### src/rtl/cpu_fetch_unit_pkg.sv
// Shared encodings for the fetch unit: PC-select codes, fetch FSM states and
// the default reset PC.
package cpu_fetch_unit_pkg;

  localparam logic [15:0] DEFAULT_RESET_PC = 16'h0000;

  typedef enum logic [1:0] {
    PS_HOLD   = 2'b00,
    PS_INC    = 2'b01,
    PS_BRANCH = 2'b10,
    PS_JUMP   = 2'b11
  } ps_e;

  typedef enum logic {
    FETCH = 1'b0,
    EXEC  = 1'b1
  } fsm_e;

endpackage

### src/rtl/cpu_fetch_unit_pc_next.sv
// Combinational next-PC selection: hold, increment, relative branch or absolute
// jump. Every result wraps modulo 2^ADDR_W.
module cpu_fetch_unit_pc_next
  import cpu_fetch_unit_pkg::*;
#(
  parameter int ADDR_W = 16
) (
  input  logic [1:0]        ps,
  input  logic [ADDR_W-1:0] pc,
  input  logic [15:0]       pc_offset,
  input  logic [ADDR_W-1:0] jump_addr,
  output logic [ADDR_W-1:0] pc_next
);

  logic signed [15:0]  offset_s;
  logic [ADDR_W-1:0]   offset_ext;

  // A size cast of a signed value sign-extends or truncates to the PC width.
  assign offset_s   = pc_offset;
  assign offset_ext = ADDR_W'(offset_s);

  always_comb begin
    pc_next = pc;
    case (ps_e'(ps))
      PS_HOLD:   pc_next = pc;
      PS_INC:    pc_next = pc + ADDR_W'(1);
      PS_BRANCH: pc_next = pc + offset_ext;
      PS_JUMP:   pc_next = jump_addr;
      default:   pc_next = pc;
    endcase
  end

endmodule

### src/rtl/cpu_fetch_unit.sv
// Instruction fetch stage: owns PC, IR and the execution-state bit. Fetches one
// instruction at a time over req/ack, then applies the decoder's PS/IR_L/NS.
module cpu_fetch_unit
  import cpu_fetch_unit_pkg::*;
#(
  parameter int                ADDR_W   = 16,
  parameter logic [ADDR_W-1:0] RESET_PC = ADDR_W'(DEFAULT_RESET_PC)
) (
  input  logic              clk,
  input  logic              reset_n,
  input  logic [1:0]        ps,
  input  logic              ir_l,
  input  logic              ns,
  input  logic [15:0]       pc_offset,
  input  logic [ADDR_W-1:0] jump_addr,
  output logic              imem_req,
  output logic [ADDR_W-1:0] imem_addr,
  input  logic [15:0]       imem_rdata,
  input  logic              imem_ack,
  output logic [15:0]       ir,
  output logic              state,
  output logic [ADDR_W-1:0] pc,
  output logic              exec_valid
);

  fsm_e              fsm_q, fsm_d;
  logic [ADDR_W-1:0] pc_q, pc_d;
  logic [15:0]       ir_q, ir_d;
  logic              state_q, state_d;
  logic              req_q, req_d;
  logic              exec_valid_q, exec_valid_d;
  logic [ADDR_W-1:0] pc_next;

  cpu_fetch_unit_pc_next #(
    .ADDR_W (ADDR_W)
  ) u_pc_next (
    .ps        (ps),
    .pc        (pc_q),
    .pc_offset (pc_offset),
    .jump_addr (jump_addr),
    .pc_next   (pc_next)
  );

  // req_q is low for the first FETCH cycle after reset, so an ack left over
  // from a cancelled request cannot load IR.
  always_comb begin
    fsm_d        = fsm_q;
    pc_d         = pc_q;
    ir_d         = ir_q;
    state_d      = state_q;
    req_d        = req_q;
    exec_valid_d = exec_valid_q;
    case (fsm_q)
      FETCH: begin
        if (req_q && imem_ack) begin
          ir_d         = imem_rdata;
          fsm_d        = EXEC;
          req_d        = 1'b0;
          exec_valid_d = 1'b1;
        end else begin
          req_d        = 1'b1;
          exec_valid_d = 1'b0;
        end
      end
      EXEC: begin
        pc_d    = pc_next;
        state_d = ns;
        if (ir_l) begin
          fsm_d        = FETCH;
          req_d        = 1'b1;
          exec_valid_d = 1'b0;
        end else begin
          req_d        = 1'b0;
          exec_valid_d = 1'b1;
        end
      end
      default: begin
        fsm_d        = FETCH;
        req_d        = 1'b0;
        exec_valid_d = 1'b0;
      end
    endcase
  end

  always_ff @(posedge clk or negedge reset_n) begin
    if (!reset_n) begin
      fsm_q        <= FETCH;
      pc_q         <= RESET_PC;
      ir_q         <= 16'h0000;
      state_q      <= 1'b0;
      req_q        <= 1'b0;
      exec_valid_q <= 1'b0;
    end else begin
      fsm_q        <= fsm_d;
      pc_q         <= pc_d;
      ir_q         <= ir_d;
      state_q      <= state_d;
      req_q        <= req_d;
      exec_valid_q <= exec_valid_d;
    end
  end

  assign imem_req   = req_q;
  assign imem_addr  = pc_q;
  assign pc         = pc_q;
  assign ir         = ir_q;
  assign state      = state_q;
  assign exec_valid = exec_valid_q;

endmodule

### config.mk
export PLATFORM = sky130hd
export DESIGN_NAME = cpu_fetch_unit
export DESIGN_NICKNAME = d
export VERILOG_FILES = /design/src/rtl/cpu_fetch_unit_pkg.sv /design/src/rtl/cpu_fetch_unit_pc_next.sv /design/src/rtl/cpu_fetch_unit.sv
export SDC_FILE = /design/constraint.sdc
export NUM_CORES = 1
export LEC_CHECK = 0
export CORE_AREA = 10 10 108 71
export DETAILED_ROUTE_END_ITERATION = 16
export DIE_AREA = 0 0 118 81
export GPL_TIMING_DRIVEN = 0
export PLACE_DENSITY = 0.86
export SLEW_MARGIN = 10
export SYNTH_ARGS = -nofsm -noshare
export SYNTH_HDL_FRONTEND = slang
export SYNTH_HIERARCHICAL = 1
export SYNTH_SLANG_ARGS = --single-unit
export TNS_END_PERCENT = 50
### constraint.sdc
create_clock -name clk -period 7.2 [get_ports clk]
set_input_delay 1.44 -clock clk [delete_from_list [all_inputs] [get_ports clk]]
set_output_delay 1.44 -clock clk [all_outputs]
set_load 0.005 [all_outputs]
==> flow_summary.toml <==
[final_layout]
multi_input_area_um2 = 1570
regArea_um2 = 876
antenna_cells = 0
nFillCells = 499
areaGrowthSynthToFinish_pct = 47.2
drive_above_1_share = 0.173
final_nets = 461

[synth]
yosys.cell_count.top_type = "dfrtp_1"
yosys_most_used_dff = "dfrtp_1"
syn_area_um2 = 2680
yosysTopAreaCellShare = 0.327
syn_inst = 275
ys_warn_count = 6
synth_edf_count = 0
netlist_top_cells_count = "35 x dfrtp_1, 28 x nand2_1, 25 x mux2_2"
postSynthNetCount = 349
ys_seq_area_frac = 0.327
avgSynthCellArea_um2 = 9.74
synth-async-reset-ratio = 1.00
synth.top_cells.by_area = "dfrtp_1 33%, mux2_2 11%, ha_1 8.4%"
synth_top_area_cell = "dfrtp_1"
ys_types = 45
ys_ff_latch = 35

[global_route]
grt_pass1_vias = 2527
antenna_found_initial = 0
track_usage = 0.173
grt_pass1_wl_mm = 13.4
grt_overflow_total = 0
grt_max_degree = 36

[clock_network]
cts_hold_buffers = 0
clk_latency_ns = 0.30
post_cts_resized = 0
cts.sinks = 35
numCtsBuffers = 5
path_clk_slew_ns = 0.08
cts_tree = "yes"
htreeDepth = 2
cts_root_buffer = "clkbuf_8"
post-cts-setup-buffers = 0
cts_buffer_depth = 2

[flow_run]
max_cap_violations = 0

[power]
swShare = 0.340
pwr-share-seq = 0.277
internal_power_mw = 0.905
p_leak_nw = 1.71
clockPowerShare = 0.131
ir_drop_mv = 0.148
cellPowerDensity_nw_per_um2 = 348
p_comb_frac = 0.592
finalPower_mw = 1.37
p_sw_mw = 0.466

[setup_path]
cp.required_ns = 7.37
crit_path_max_incr_delay_ns = 0.45
reg2reg_to = "imem_addr[8]"
cp_data_arrival_time_ns = 4.85
crit_path_start = "ps[0]"
worst-path-max-fanout = 10
crit_slowest_cell = "a311oi_1"
path_buf_inv = 3
crit_chain = "clkdlybuf4s50_1 -> inv_1 -> ha_1 -> clkbuf_1 -> nand2_1 -> fa_1 -> nor2b_1 -> o211ai_1 -> a311oi_1 -> a21oi_1 -> xor2_1 -> o221ai_1 -> mux2_2"
critPathLaunchType = "input port"
crit_path_end_kind = "flip-flop"
worst_r2r_path_depth = 10
r2r_start = "imem_addr[0]"
path_delay_family = "compound AO/OA/AOI/OAI gates"
regToRegSetupSlack_ns = 4.44
crit_type = "input port to flip-flop"

[min_path]
hold_start = "ir[3]"
hold_path_depth = 1
min_to = "ir[3]"
hold_class = "flip-flop to flip-flop"

[floorplan]
fp.coreArea_um2 = 5840
die_area_um2 = 9560
die_h_um = 81
ios = 106
die_w_um = 118
rows = 22
initial_core_util = 0.459

[timing]
finClkSkew_ns = 0.0136
hold_slack_ns = 0.507
hold_viol = 0
period_minus_slack_ns = 4.67
fin_crit_sh = 0.649
tns_ns = 0
slew_viol_final = 0
rsz0062_at_grt = "false"
setup_ws_ns = 2.53
tightest_slew_ns = 0.774
timing.slew.headroom = 0.484
setup_viol = 0
timing.fmax_mhz = 214

[routing]
first_pass_iters = 4
drt_iter0_drc = 171
viasPerCell = 5.33
via_count = 2514
wl_per_cell_um = 17.3
drt_wl_total_mm = 8.18
drc = 0
antenna_left = 0

[run_status]
status = "finished, final reports clean"

[place]
gp_congestion = 0.888
port_buffers = 105
place_hpwl_mm = 6.59
dp_slack_ns = 2.19
-- how the worst max path moves through the flow --
stage / cells after the start / slack (ns) / endpoint
2_1_floorplan: 12 / 3.31 / imem_addr[13]
3_3_place_gp: 12 / 2.28 / imem_addr[8]
3_5_place_dp: 13 / 2.19 / imem_addr[8]
4_1_cts: 13 / 2.48 / imem_addr[8]
5_1_grt: 13 / 2.21 / imem_addr[8]
6_report: 13 / 2.53 / imem_addr[8]
-- per-stage QoR --
stage / util / instances / instance area [µm²]
3_5_place_dp: 0.656 / 464 / 3830
5_1_grt: 0.675 / 472 / 3940
6_report: 0.675 / 472 / 3940
3_3_place_gp: 0.657 / 464 / 3830
4_1_cts: 0.675 / 472 / 3940
2_1_floorplan: - / 275 / 2680
-- power by group through the flow --
stage | registers (mW) | logic (mW) | clock network (mW)
2_1_floorplan | 0.371 | 0.427 | 0
3_3_place_gp | 0.379 | 0.800 | 0
3_5_place_dp | 0.385 | 0.817 | 0
4_1_cts | 0.382 | 0.821 | 0.183
5_1_grt | 0.396 | 0.886 | 0.194
6_report | 0.380 | 0.812 | 0.179
-- placed cells by master (no fill, tap or decap), types with 4 or more instances in the layout --
| cell type | count |
|---|---|
| mux2_4 | 8 |
| a22oi_1 | 4 |
| buf_4 | 16 |
| o221ai_1 | 6 |
| clkdlybuf4s50_1 | 104 |
| a21oi_1 | 17 |
| nand3_1 | 4 |
| ha_1 | 18 |
| o21ai_0 | 14 |
| mux2_2 | 25 |
| and2_1 | 13 |
| nor2_1 | 7 |
| inv_1 | 11 |
| nand2_1 | 28 |
| clkbuf_1 | 10 |
| dfrtp_1 | 35 |
| clkbuf_8 | 5 |
| a221oi_1 | 4 |
| xnor2_1 | 13 |
-- layout make-up --
cell class	instances	area share
clock buffer	5	0.0175
timing repair buffer	105	0.265
sequential	35	0.222
tap	84	0.0267
buffer	30	0.0479
multi-input combinational	199	0.399
clock inverter	3	0.0111
inverter	11	0.0105
-- flip-flops by register name, indices dropped and copies added (netlist names) --
register    count
imem_req        1
state           1
exec_valid      1
imem_addr      16
ir             16
-- per-layer routing --
metal  vias to the layer above  wire length (µm)  track usage
li1                       1200                 -            -
met1                      1182              3790        0.228
met2                       117              3510        0.261
met3                        15               811       0.0755
met4                         0                62       0.0295
met5                         -                 0            0
-- logic make-up (layout without fill, tap and decap cells) --
family / after synthesis / in the layout / share of synthesized area
buffers and inverters: 41 / 154 / 0.0860
AO/OA/AOI/OAI: 65 / 65 / 0.168
adder cells (fa/ha/maj): 19 / 19 / 0.0916
XOR/XNOR: 15 / 15 / 0.0491
AND/OR/NAND/NOR: 67 / 67 / 0.128
multiplexers: 33 / 33 / 0.150
flip-flops: 35 / 35 / 0.327
No activity file was read; power rests on OpenSTA's default activity.
